**config.mk**
```make
export PLATFORM = sky130hd
export DESIGN_NAME = buzzer_arbiter
export DESIGN_NICKNAME = d
export VERILOG_FILES = /design/src/rtl/buzzer_arbiter.sv
export SDC_FILE = /design/constraint.sdc
export NUM_CORES = 1
export LEC_CHECK = 0
export ABC_AREA = 1
export BUFFER_PORTS_ARGS = -buffer_cell sky130_fd_sc_hd__buf_2
export CAP_MARGIN = 20
export CORE_UTILIZATION = 62
export CTS_BUF_LIST = sky130_fd_sc_hd__clkbuf_16
export DETAILED_ROUTE_END_ITERATION = 8
export GPL_ROUTABILITY_DRIVEN = 0
export GPL_TIMING_DRIVEN = 0
export PLACE_DENSITY = 0.81
export SYNTH_ARGS = -nofsm -noshare
export SYNTH_HDL_FRONTEND = slang
export SYNTH_SLANG_ARGS = --single-unit
export TNS_END_PERCENT = 10
```
**constraint.sdc**
```tcl
create_clock -name clk -period 2.5 [get_ports clk]
set_clock_uncertainty 0.2 [all_clocks]
set_input_delay 0.375 -clock clk [delete_from_list [all_inputs] [get_ports clk]]
set_output_delay 0.375 -clock clk [all_outputs]
set_load 0.01 [all_outputs]
```
**src/rtl/buzzer_arbiter.sv**
```systemverilog
`default_nettype none
// ============================================================================
//  Module      : buzzer_arbiter
//  Description : Round-based buzz-in arbiter for four player controllers.
//                Opens a timed answer window, grants one player using a
//                rotating priority, captures that player's switch answer and
//                holds it for the CPU until ack/abort. Early buzzers receive
//                a timed lockout.
//  Revision    : 1.0 - initial release
// ============================================================================
module buzzer_arbiter #(
    parameter int WINDOW_CYCLES  = 500000000,
    parameter int PENALTY_CYCLES = 50000000
) (
    input  logic        clk,
    input  logic        rst,
    input  logic [3:0]  btn,
    input  logic [31:0] sw_bus,
    input  logic        round_start,
    input  logic        round_abort,
    input  logic        result_ack,
    output logic        armed,
    output logic        result_valid,
    output logic [1:0]  winner_id,
    output logic [7:0]  answer,
    output logic        timeout_pulse,
    output logic [3:0]  locked_out
);

    localparam int WIN_W = $clog2(WINDOW_CYCLES + 1);
    localparam int PEN_W = $clog2(PENALTY_CYCLES + 1);

    localparam logic [WIN_W-1:0] C_WIN_LOAD = WIN_W'(WINDOW_CYCLES);
    localparam logic [WIN_W-1:0] C_WIN_ONE  = WIN_W'(1);
    localparam logic [PEN_W-1:0] C_PEN_LOAD = PEN_W'(PENALTY_CYCLES);
    localparam logic [PEN_W-1:0] C_PEN_ONE  = PEN_W'(1);

    localparam logic [1:0] ST_IDLE  = 2'd0;
    localparam logic [1:0] ST_ARMED = 2'd1;
    localparam logic [1:0] ST_VALID = 2'd2;

    logic [1:0]       r_state;
    logic [1:0]       w_state_nxt;
    logic [3:0]       r_prev_btn;
    logic [3:0]       w_rise;
    logic [3:0]       w_eligible;
    logic [3:0]       w_pen_load;
    logic [WIN_W-1:0] r_win_cnt;
    logic [WIN_W-1:0] w_win_cnt_nxt;
    logic [1:0]       r_rr_ptr;
    logic [1:0]       w_rr_ptr_nxt;
    logic             w_grant_found;
    logic [1:0]       w_grant_idx;
    logic [1:0]       w_scan_idx;
    logic             w_armed_nxt;
    logic             w_valid_nxt;
    logic [1:0]       w_winner_nxt;
    logic [7:0]       w_answer_nxt;
    logic             w_timeout_nxt;

    // Edge detect: only a fresh press counts; locked players cannot win.
    assign w_rise     = btn & ~r_prev_btn;
    assign w_eligible = w_rise & ~locked_out;
    // Penalties are only handed out while no window is open.
    assign w_pen_load = (r_state == ST_IDLE) ? w_rise : 4'b0000;

    // Rotating-priority pick: first eligible player starting at r_rr_ptr.
    always_comb begin
        w_grant_found = 1'b0;
        w_grant_idx   = 2'd0;
        w_scan_idx    = 2'd0;
        for (int k = 0; k < 4; k++) begin
            w_scan_idx = r_rr_ptr + 2'(k);
            if (!w_grant_found && w_eligible[w_scan_idx]) begin
                w_grant_found = 1'b1;
                w_grant_idx   = w_scan_idx;
            end
        end
    end

    // State register.
    always_ff @(posedge clk) begin
        if (!rst) begin
            r_state <= ST_IDLE;
        end else begin
            r_state <= w_state_nxt;
        end
    end

    // Next-state logic; abort outranks grant, grant outranks timeout.
    always_comb begin
        w_state_nxt = r_state;
        case (r_state)
            ST_IDLE: begin
                if (round_start) begin
                    w_state_nxt = ST_ARMED;
                end
            end
            ST_ARMED: begin
                if (round_abort) begin
                    w_state_nxt = ST_IDLE;
                end else if (w_grant_found) begin
                    w_state_nxt = ST_VALID;
                end else if (r_win_cnt == C_WIN_ONE) begin
                    w_state_nxt = ST_IDLE;
                end
            end
            ST_VALID: begin
                if (round_abort || result_ack) begin
                    w_state_nxt = ST_IDLE;
                end
            end
            default: w_state_nxt = ST_IDLE;
        endcase
    end

    // Output/datapath next values, registered below so every output is a flop.
    always_comb begin
        w_armed_nxt   = armed;
        w_valid_nxt   = result_valid;
        w_winner_nxt  = winner_id;
        w_answer_nxt  = answer;
        w_timeout_nxt = 1'b0;
        w_win_cnt_nxt = r_win_cnt;
        w_rr_ptr_nxt  = r_rr_ptr;
        case (r_state)
            ST_IDLE: begin
                if (round_start) begin
                    w_armed_nxt   = 1'b1;
                    w_win_cnt_nxt = C_WIN_LOAD;
                end
            end
            ST_ARMED: begin
                if (round_abort) begin
                    w_armed_nxt = 1'b0;
                end else if (w_grant_found) begin
                    w_winner_nxt = w_grant_idx;
                    w_answer_nxt = sw_bus[{w_grant_idx, 3'b000} +: 8];
                    w_valid_nxt  = 1'b1;
                    w_armed_nxt  = 1'b0;
                end else if (r_win_cnt == C_WIN_ONE) begin
                    w_timeout_nxt = 1'b1;
                    w_armed_nxt   = 1'b0;
                end else begin
                    w_win_cnt_nxt = r_win_cnt - C_WIN_ONE;
                end
            end
            ST_VALID: begin
                if (round_abort) begin
                    w_valid_nxt = 1'b0;
                end else if (result_ack) begin
                    w_valid_nxt  = 1'b0;
                    w_rr_ptr_nxt = winner_id + 2'd1;
                end
            end
            default: begin
                w_armed_nxt = 1'b0;
                w_valid_nxt = 1'b0;
            end
        endcase
    end

    // Output and datapath registers; prev_btn resets high so held buttons are not presses.
    always_ff @(posedge clk) begin
        if (!rst) begin
            armed         <= 1'b0;
            result_valid  <= 1'b0;
            winner_id     <= 2'd0;
            answer        <= 8'd0;
            timeout_pulse <= 1'b0;
            r_win_cnt     <= '0;
            r_rr_ptr      <= 2'd0;
            r_prev_btn    <= 4'b1111;
        end else begin
            armed         <= w_armed_nxt;
            result_valid  <= w_valid_nxt;
            winner_id     <= w_winner_nxt;
            answer        <= w_answer_nxt;
            timeout_pulse <= w_timeout_nxt;
            r_win_cnt     <= w_win_cnt_nxt;
            r_rr_ptr      <= w_rr_ptr_nxt;
            r_prev_btn    <= btn;
        end
    end

    generate
        for (genvar gi = 0; gi < 4; gi++) begin : g_pen
            logic [PEN_W-1:0] r_pen_cnt;
            logic             r_locked;

            // Per-player lockout counter; the flag mirrors counter != 0 one flop early.
            always_ff @(posedge clk) begin
                if (!rst) begin
                    r_pen_cnt <= '0;
                    r_locked  <= 1'b0;
                end else if (w_pen_load[gi]) begin
                    r_pen_cnt <= C_PEN_LOAD;
                    r_locked  <= (C_PEN_LOAD != '0);
                end else if (r_pen_cnt != '0) begin
                    r_pen_cnt <= r_pen_cnt - C_PEN_ONE;
                    r_locked  <= (r_pen_cnt != C_PEN_ONE);
                end
            end

            assign locked_out[gi] = r_locked;
        end
    endgenerate

endmodule
`default_nettype wire

```
==> results of run 1 <==
-- cells in the final DEF (no fill, tap or decap), drive strengths merged, types with 10 or more instances in the layout --
cell type and count:
nand2 279, buf 79, nor3 38, nand4 55, xor2 33, nor2 254
o21ai 44, o21a 16, inv 191, clkbuf 35, nand3 107, xnor2 14
dfxtp 158, a21oi 120, ha 10
-- flip-flops by register name (all words and copies together), names as in the netlist --
name,cells
answer,8
armed,1
g_pen.r_locked,4
g_pen.r_pen_cnt,104
r_prev_btn,4
r_rr_ptr,2
r_state,2
r_win_cnt,29
result_valid,1
timeout_pulse,1
winner_id,2
-- critical path, delay by kind of cell --
family                 cells  cell delay, ns
and+or+nand+nor           10            1.13
buffers and inverters      4            1.07
-- power by group --
group	leakage (nW)	switching [mW]	internal [mW]	total [mW]
clock network	0.281	1.09	1.56	2.65
logic	3.34	4.66	2.42	7.08
registers	1.30	0.706	3.29	3.99
total	4.92	6.46	7.27	13.7
-- per-layer routing --
metal / vias to the layer above / wire length (um)
li1: 4794 / -
met1: 4384 / 10700
met2: 396 / 10900
met3: 54 / 1900
met4: 0 / 509
met5: - / 0
-- worst paths after layout --
path | from | to | cells after the start
setup / recovery | btn[3] | answer[6]$_SDFFE_PN0P_ | 14
hold / removal | btn[1] | r_prev_btn[1]$_SDFF_PN1_ | 3
setup reg to reg | g_pen[3].r_pen_cnt[0]$_SDFFE_PP0P_ | g_pen[3].r_pen_cnt[18]$_SDFFE_PP0P_ | 12
hold reg to reg | result_valid$_SDFFE_PN0P_ | result_valid$_SDFFE_PN0P_ | 2
-- cell type report --
class                   count  area (um2)  share of cell area (%)
multi-input cells        1032        5230                    49.9
flip-flops and latches    158        3160                    30.2
inverters                 189         718                    6.85
clock buffers              17         425                    4.06
repair buffers             63         338                    3.22
well taps                 184         230                    2.20
plain buffers              36         208                    1.98
clock inverters            15         171                    1.64
-- cell families after synthesis --
family / synth area share, %
AND/OR/NAND/NOR: 36.5
buffers and inverters: 9.99
AO/OA/AOI/OAI: 13.2
flip-flops: 34.3
XOR/XNOR: 4.63
adder cells (fa/ha/maj): 1.36
-- repair_timing --
action / 4_1_cts / 5_1_grt
hold buffers: 2 / 0
resized for setup: 7 / 25
hold endpoints to repair: 2 / 0
setup endpoints to repair: 28 / 85
buffers inserted: 0 / 5
pin swaps: 0 / 2
==> flow_summary.ini, run 1 <==
[routing]
vias = 9628
first_pass_iters = 8
drt_iter0_drc = 961
wl_um = 24100
wl_per_cell_um = 14.2
routed_via_density = 5.68
remaining_drc_errors = 0
ant_nets = 0

[worst_hold_path]
hold_path_class = in -> reg

[logic_synthesis]
async_flop_share_pct = 0
ys_top_cells_by_area = dfxtp_1, nand2_1, nor2_1, inv_1, a21oi_1
ys_ff_latch = 158
yosys_warnings = 0
synth_area_leader_cell = dfxtp_1
synth.top_cell.area_share_pct = 34.3
synth_enable_flop_cells = 0
yosysMostFrequentCell = nand2_1
yosysSeqAreaShare_pct = 34.3
syn_area_um2 = 9210
synth_ff_type = dfxtp_1
syn_avg_cell_area_um2 = 6.51
yosys-top-cells-count = nand2_1, nor2_1, inv_1
synth_nets = 1466
synthDistinctLibCells = 52
synth_cells = 1415

[worst_setup_path]
crit_fanout = 10
crit_path_frequent_cell = nand2_1
crit_arrival_ns = 2.58
slowest_stage = dlygate4sd3_1
rrSetupSlack_ns = 0.09
slowest_delay_ns = 0.55
cp_data_required_time_ns = 2.64
critPathLaunchType = primary input
path_cells = dlygate4sd3_1 -> buf_2 -> nand3_1 -> nand2_1 -> nand2_1 -> nand2_1 -> nand2_2 -> nand4_4 -> clkbuf_1 -> nand4_1 -> nand3_1 -> nand3_1 -> nand2_1 -> inv_1
path_class = in -> reg
worst_setup_path_end_kind = flip-flop

[global_route]
grtUsageMet1_pct = 42.1
grt_pass1_vias = 8611
met2_usage_pct = 52.4
grt_use_met3_pct = 7.69
top_usage_layer = met2
grt_overflow_total = 0
antenna_found_initial = 0
grt_usage_pct = 32.5
grt_pass1_wl_um = 39400
grt_max_degree = 17

[finish]
fill_cells = 1241
final_cell_count_no_fill = 1694
syn_to_final_growth_pct = 13.8
drive_gt1_share_pct = 11.4
final_core_util_pct = 72.1
num-nets-final = 1548
stdcell_area_um2 = 10500
antenna_cells = 0

[floorplan]
start_util_pct = 63.4
die_area_um2 = 15300
ios = 58
std_cell_rows = 44
dieHeight_um = 124
die_w_um = 124
core_area_um2 = 14500

[cts]
clock_latency_ns = 0.44
cts_tree = done
cts-buffers-inserted = 17
clkSinkCount = 158
h-tree-depth = 4
clkSlewWorstSetupHoldPaths_ns = 0.06
cts-root-buf = clkbuf_16
clockBufferDepth = 2

[sta]
slew_headroom_pct = 47.0
finalCriticalPeriod_ns = 2.44
fin_tns_setup_ns = 0
worst_pin_slew_ns = 0.794
fmax_mhz = 410
hold_viol_final = 0
fin_ws_ns = 0.0624
rsz0062_at_grt = yes
setup_violations = 0
post-route-period-util_pct = 97.5
hold_ws_ns = 0.0132
drv_slew = 0

[power_and_ir_drop]
power_mw = 13.7
power_leakage_nw = 4.92
powerDensity_nw_per_um2 = 1310
peakVddDrop_mv = 0.884

[placement]
hpwlAfterDp_um = 17500
port_buffers = 56
dpl_cell_area_um2 = 9720
dp_cells = 1655
post-place-ws_ns = -0.213

[job]
drv_cap = 0

[status]
outcome = finished clean
Note: power is estimated with default switching activity, not from simulation.
==> run 2, diff against run 1 <==
--- a/config.mk
+++ b/config.mk
@@ -14,6 +14,7 @@
 export GPL_ROUTABILITY_DRIVEN = 0
 export GPL_TIMING_DRIVEN = 0
 export PLACE_DENSITY = 0.81
+export RECOVER_POWER = 100
 export SYNTH_ARGS = -nofsm -noshare
 export SYNTH_HDL_FRONTEND = slang
 export SYNTH_SLANG_ARGS = --single-unit
==> run 2 against run 1 <==
Clock power hardly changed. Routed wire length down 0.25%. Core utilization is 0.14 points lower. Die area unchanged. Critical path depth is the same. Fmax is 0.22% higher. Count of clock-buffer cells in the layout is the same. Sequential power barely moved. Combinational power barely moved. Critical path type unchanged. Highest routed layer unchanged.
==> flow_summary.ini, run 2 (same netlist as run 1, synthesis figures left out) <==
[status]
outcome = finished clean

[floorplan]
ios = 58
core_area_um2 = 14500
die_w_um = 124
dieHeight_um = 124
die_area_um2 = 15300
start_util_pct = 63.4
std_cell_rows = 44

[cts]
cts_tree = done
h-tree-depth = 4
clkSlewWorstSetupHoldPaths_ns = 0.06
clockBufferDepth = 2
cts-buffers-inserted = 17
clock_latency_ns = 0.44
clkSinkCount = 158
cts-root-buf = clkbuf_16

[power_and_ir_drop]
peakVddDrop_mv = 0.886
powerDensity_nw_per_um2 = 1310
power_leakage_nw = 4.86
power_mw = 13.7

[sta]
rsz0062_at_grt = yes
setup_violations = 0
fmax_mhz = 411
slew_headroom_pct = 46.3
fin_tns_setup_ns = 0
drv_slew = 0
hold_ws_ns = 0.0132
finalCriticalPeriod_ns = 2.43
worst_pin_slew_ns = 0.806
post-route-period-util_pct = 97.3
fin_ws_ns = 0.0677
hold_viol_final = 0

[global_route]
grt_usage_pct = 32.5
grt_pass1_wl_um = 39400
grtUsageMet1_pct = 42.1
grt_max_degree = 17
grt_overflow_total = 0
grt_pass1_vias = 8611
met2_usage_pct = 52.4
antenna_found_initial = 0
top_usage_layer = met2
grt_use_met3_pct = 7.69

[worst_setup_path]
r2r-start = g_pen[3].r_pen_cnt[0]$_SDFFE_PP0P_
worst_setup_path_end_kind = flip-flop
path_class = in -> reg
startpoint = btn[3]
critPathLaunchType = primary input
cp_data_required_time_ns = 2.64
crit_fanout = 10
crit_arrival_ns = 2.57

[finish]
num-nets-final = 1548
antenna_cells = 0
regMostFlops = g_pen.r_pen_cnt
syn_to_final_growth_pct = 13.6
top_regs = g_pen.r_pen_cnt x104, r_win_cnt x29, answer x8
final_cell_mix = nand2_1, nor2_1, inv_1
drive_gt1_share_pct = 10.4
layout_commonest_cell = nand2_1
largest_register_ffs = 104

[routing]
drt_iter0_drc = 956
ant_nets = 0
vias = 9600
wl_per_cell_um = 14.2
remaining_drc_errors = 0
routed_via_density = 5.67
wl_um = 24000
first_pass_iters = 6

[placement]
post-place-ws_ns = -0.213
hpwlAfterDp_um = 17500
port_buffers = 56

[job]
drv_cap = 0

[worst_hold_path]
hold_path_class = in -> reg
min_from = btn[1]
==> run 2: metal layers <==
metal,vias to the layer above,wire (um)
li1,4792,-
met1,4374,10700
met2,387,11000
met3,47,1870
met4,0,474
met5,-,0
==> run 2: timing repair <==
| action | CTS | global route |
|---|---|---|
| pin swaps | 0 | 2 |
| endpoints found under the hold margin | 2 | 0 |
| endpoints found under the setup margin | 28 | 85 |
| resized for setup | 7 | 25 |
| setup buffers | 0 | 5 |
| hold buffers | 2 | 0 |
==> run 2: where the power goes <==
| part | total, mW | leakage [nW] | internal (mW) | switching [mW] |
|---|---|---|---|---|
| Sequential | 3.99 | 1.30 | 3.29 | 0.705 |
| Clock | 2.65 | 0.281 | 1.56 | 1.08 |
| Combinational | 7.07 | 3.28 | 2.41 | 4.66 |
| Total | 13.7 | 4.86 | 7.26 | 6.45 |
==> run 2: path summary, 6_finish.rpt <==
check	endpoint	slack, ns	depth (start not counted)
max reg2reg	g_pen[3].r_pen_cnt[18]$_SDFFE_PP0P_	0.09	12
min	r_prev_btn[1]$_SDFF_PN1_	0.01	3
min reg2reg	result_valid$_SDFFE_PN0P_	0.27	2
max	answer[6]$_SDFFE_PN0P_	0.07	14
==> run 2: layout make-up <==
class	instances	area (um2)
tap	184	230
clock buffer	17	425
sequential	158	3160
clock inverter	15	171
buffer	36	208
inverter	189	718
multi-input combinational	1032	5220
fill	1249	4070
timing repair buffer	63	320
==> run 2: metrics by stage <==
stage                     instances  instance area (um2)  utilization (%)
after global routing           1694                10500             72.0
final                          1694                10500             72.0
after detailed placement       1655                 9720             66.9
after global placement         1655                 9720             66.9
after floorplan                1415                 9210                -
after CTS                      1689                10400             71.3
==> run 2: worst max-delay path, stage by stage <==
cell and delay [ns]:
dlygate4sd3_1 0.55, buf_2 0.14, nand3_1 0.12, nand2_1 0.10, nand2_1 0.10, nand2_1 0.09
nand2_2 0.10, nand4_4 0.15, clkbuf_1 0.35, nand4_1 0.15, nand3_1 0.11, nand3_1 0.12
nand2_1 0.08, inv_1 0.04
==> run 3, diff against run 2 <==
--- a/config.mk
+++ b/config.mk
@@ -8,12 +8,12 @@
 export ABC_AREA = 1
 export BUFFER_PORTS_ARGS = -buffer_cell sky130_fd_sc_hd__buf_2
 export CAP_MARGIN = 20
-export CORE_UTILIZATION = 62
+export CORE_UTILIZATION = 59
 export CTS_BUF_LIST = sky130_fd_sc_hd__clkbuf_16
 export DETAILED_ROUTE_END_ITERATION = 8
 export GPL_ROUTABILITY_DRIVEN = 0
 export GPL_TIMING_DRIVEN = 0
-export PLACE_DENSITY = 0.81
+export PLACE_DENSITY = 0.78
 export RECOVER_POWER = 100
 export SYNTH_ARGS = -nofsm -noshare
 export SYNTH_HDL_FRONTEND = slang
==> run 3 against run 2 <==
Non-clock buffer count grew 5. Total power shrank 1.4%. Core utilization shrank 3.3 points. Sequential share of layout area is essentially flat. Sequential cell count is the same. Final area shrank 0.13%. Setup slack gained 0.022 ns. Critical endpoint is now g_pen[0].r_pen_cnt[15]$_SDFFE_PN0P_. Highest routed layer unchanged.
==> flow_summary.ini, run 3 (same netlist as run 1, synthesis figures left out) <==
[status]
outcome = finished clean

[worst_setup_path]
slowest_delay_ns = 0.34
critPathBufInv = 1
worst_setup_path_end_kind = flip-flop
r2r_end = g_pen[0].r_pen_cnt[15]$_SDFFE_PN0P_
crit_fanout = 10
cp_data_required_time_ns = 2.66
slowest_stage = dfxtp_1
critPathLaunchType = flip-flop
path_delay_family = simple AND/OR/NAND/NOR gates
rrSetupSlack_ns = 0.09
crit_arrival_ns = 2.57
r2r-start = g_pen[0].r_pen_cnt[0]$_SDFFE_PP0P_
path_cells = inv_2 -> ha_1 -> nand2_1 -> nor2_2 -> nand3_1 -> nor2_2 -> nand2_4 -> nand3_1 -> nor3_1 -> or2_0 -> a21oi_1
reg2regPathDepth = 11
path_class = reg -> reg

[floorplan]
die_w_um = 127
dieHeight_um = 127
ios = 58
die_area_um2 = 16100
core_area_um2 = 15200
start_util_pct = 60.6
std_cell_rows = 45

[sta]
setup_violations = 0
fin_ws_ns = 0.0901
rsz0062_at_grt = yes
worst_pin_slew_ns = 0.762
drv_slew = 0
slew_headroom_pct = 49.2
hold_ws_ns = 0.0195
hold_viol_final = 0
post-route-period-util_pct = 96.4
fmax_mhz = 415
fin_tns_setup_ns = 0
finalCriticalPeriod_ns = 2.41

[finish]
regMostFlops = g_pen.r_pen_cnt
top_regs = g_pen.r_pen_cnt x104, r_win_cnt x29, answer x8
final_cell_count_no_fill = 1702
layout_commonest_cell = nand2_1
syn_to_final_growth_pct = 13.4
num-nets-final = 1553
drive_gt1_share_pct = 10.3
antenna_cells = 0
largest_register_ffs = 104
final_cell_mix = nand2_1, nor2_1, inv_1

[cts]
cts_tree = done
clkSlewWorstSetupHoldPaths_ns = 0.06
h-tree-depth = 4
clkSinkCount = 158
cts-buffers-inserted = 17
clockBufferDepth = 2
clock_latency_ns = 0.43
cts-root-buf = clkbuf_16

[worst_hold_path]
min_path_cells = 3
min_from = btn[2]
min_to = r_prev_btn[2]$_SDFF_PN1_
hold_path_class = in -> reg

[routing]
wl_um = 23400
routed_via_density = 5.54
remaining_drc_errors = 0
wl_per_cell_um = 13.8
ant_nets = 0
drt_iter0_drc = 710
vias = 9437
first_pass_iters = 6

[job]
drv_cap = 0

[global_route]
grt_pass1_wl_um = 39300
grt_pass1_vias = 8450
antenna_found_initial = 0
grt_max_degree = 17
grt_overflow_total = 0
grt_usage_pct = 30.1

[placement]
post-place-ws_ns = -0.171
hpwlAfterDp_um = 17300
dp_cells = 1659
port_buffers = 56

[power_and_ir_drop]
powerDensity_nw_per_um2 = 1290
power_leakage_nw = 4.88
power_mw = 13.5
peakVddDrop_mv = 0.595
## run 3: cell types whose count changed in the layout (fill, tap and decap cells not counted), moves of 3 or more
cell / before / now
clkinv_2: 2 / 6
clkbuf_2: 0 / 6
clkinvlp_4: 6 / 0
inv_1: 180 / 183
buf_2: 49 / 43
clkbuf_4: 3 / 6
## run 3: worst reg2reg max path: cells and delay by family (launching register included)
| family | cells | cell delay, ns |
|---|---|---|
| AOI/OAI and AO/OA | 1 | 0.14 |
| adders and majority gates | 1 | 0.27 |
| buffers and inverters | 1 | 0.12 |
| DFF | 1 | 0.34 |
| and+or+nand+nor | 8 | 1.27 |
## run 3: how the worst max path moves through the flow
stage | start | end | slack [ns] | depth (start not counted)
floorplan | g_pen[2].r_pen_cnt[0]$_SDFFE_PP0P_ | g_pen[2].r_pen_cnt[13]$_SDFFE_PN0P_ | 0.29 | 14
finish | g_pen[0].r_pen_cnt[0]$_SDFFE_PP0P_ | g_pen[0].r_pen_cnt[15]$_SDFFE_PN0P_ | 0.09 | 11
global placement | g_pen[2].r_pen_cnt[0]$_SDFFE_PP0P_ | g_pen[2].r_pen_cnt[13]$_SDFFE_PN0P_ | -0.12 | 14
detailed placement | g_pen[2].r_pen_cnt[0]$_SDFFE_PP0P_ | g_pen[2].r_pen_cnt[13]$_SDFFE_PN0P_ | -0.17 | 14
global route | g_pen[3].r_pen_cnt[0]$_SDFFE_PP0P_ | g_pen[3].r_pen_cnt[18]$_SDFFE_PP0P_ | -0.03 | 12
CTS | g_pen[2].r_pen_cnt[0]$_SDFFE_PP0P_ | g_pen[2].r_pen_cnt[13]$_SDFFE_PN0P_ | 0.002 | 14
## run 3: cell type report
type | count | area, um2
Tap cell | 188 | 235
Multi-Input combinational cell | 1032 | 5200
Fill cell | 1391 | 4750
Sequential cell | 158 | 3160
Inverter | 189 | 714
Timing Repair Buffer | 68 | 355
Clock buffer | 17 | 425
Buffer | 36 | 201
Clock inverter | 14 | 154
## run 3: what timing repair did
item | CTS | global route
pin swaps | 1 | 3
endpoints found under the setup margin | 9 | 107
setup buffers | 2 | 7
hold buffers | 3 | 0
resized for setup | 2 | 31
gates cloned | 0 | 0
hold endpoints to repair | 3 | 0
## run 3: metal layers
layer / vias up / share of wire (%) / GRT usage [%]
li1: 4794 / - / -
met1: 4266 / 47 / 40.1
met2: 332 / 45 / 48.3
met3: 45 / 6.5 / 6.37
met4: 0 / 1.9 / 9.94
met5: - / 0 / 0
## run 3: power by group
group / switching [mW] / leakage, nW / internal (mW)
clock: 1.06 / 0.298 / 1.55
sequential: 0.703 / 1.30 / 3.29
combinational: 4.53 / 3.29 / 2.39
## run 3: per-stage QoR
step,area [um2],utilization [%]
2_1_floorplan,9210,-
3_3_place_gp,9730,64.0
3_5_place_dp,9730,64.0
6_report,10400,68.7
5_1_grt,10400,68.7
4_1_cts,10400,68.1
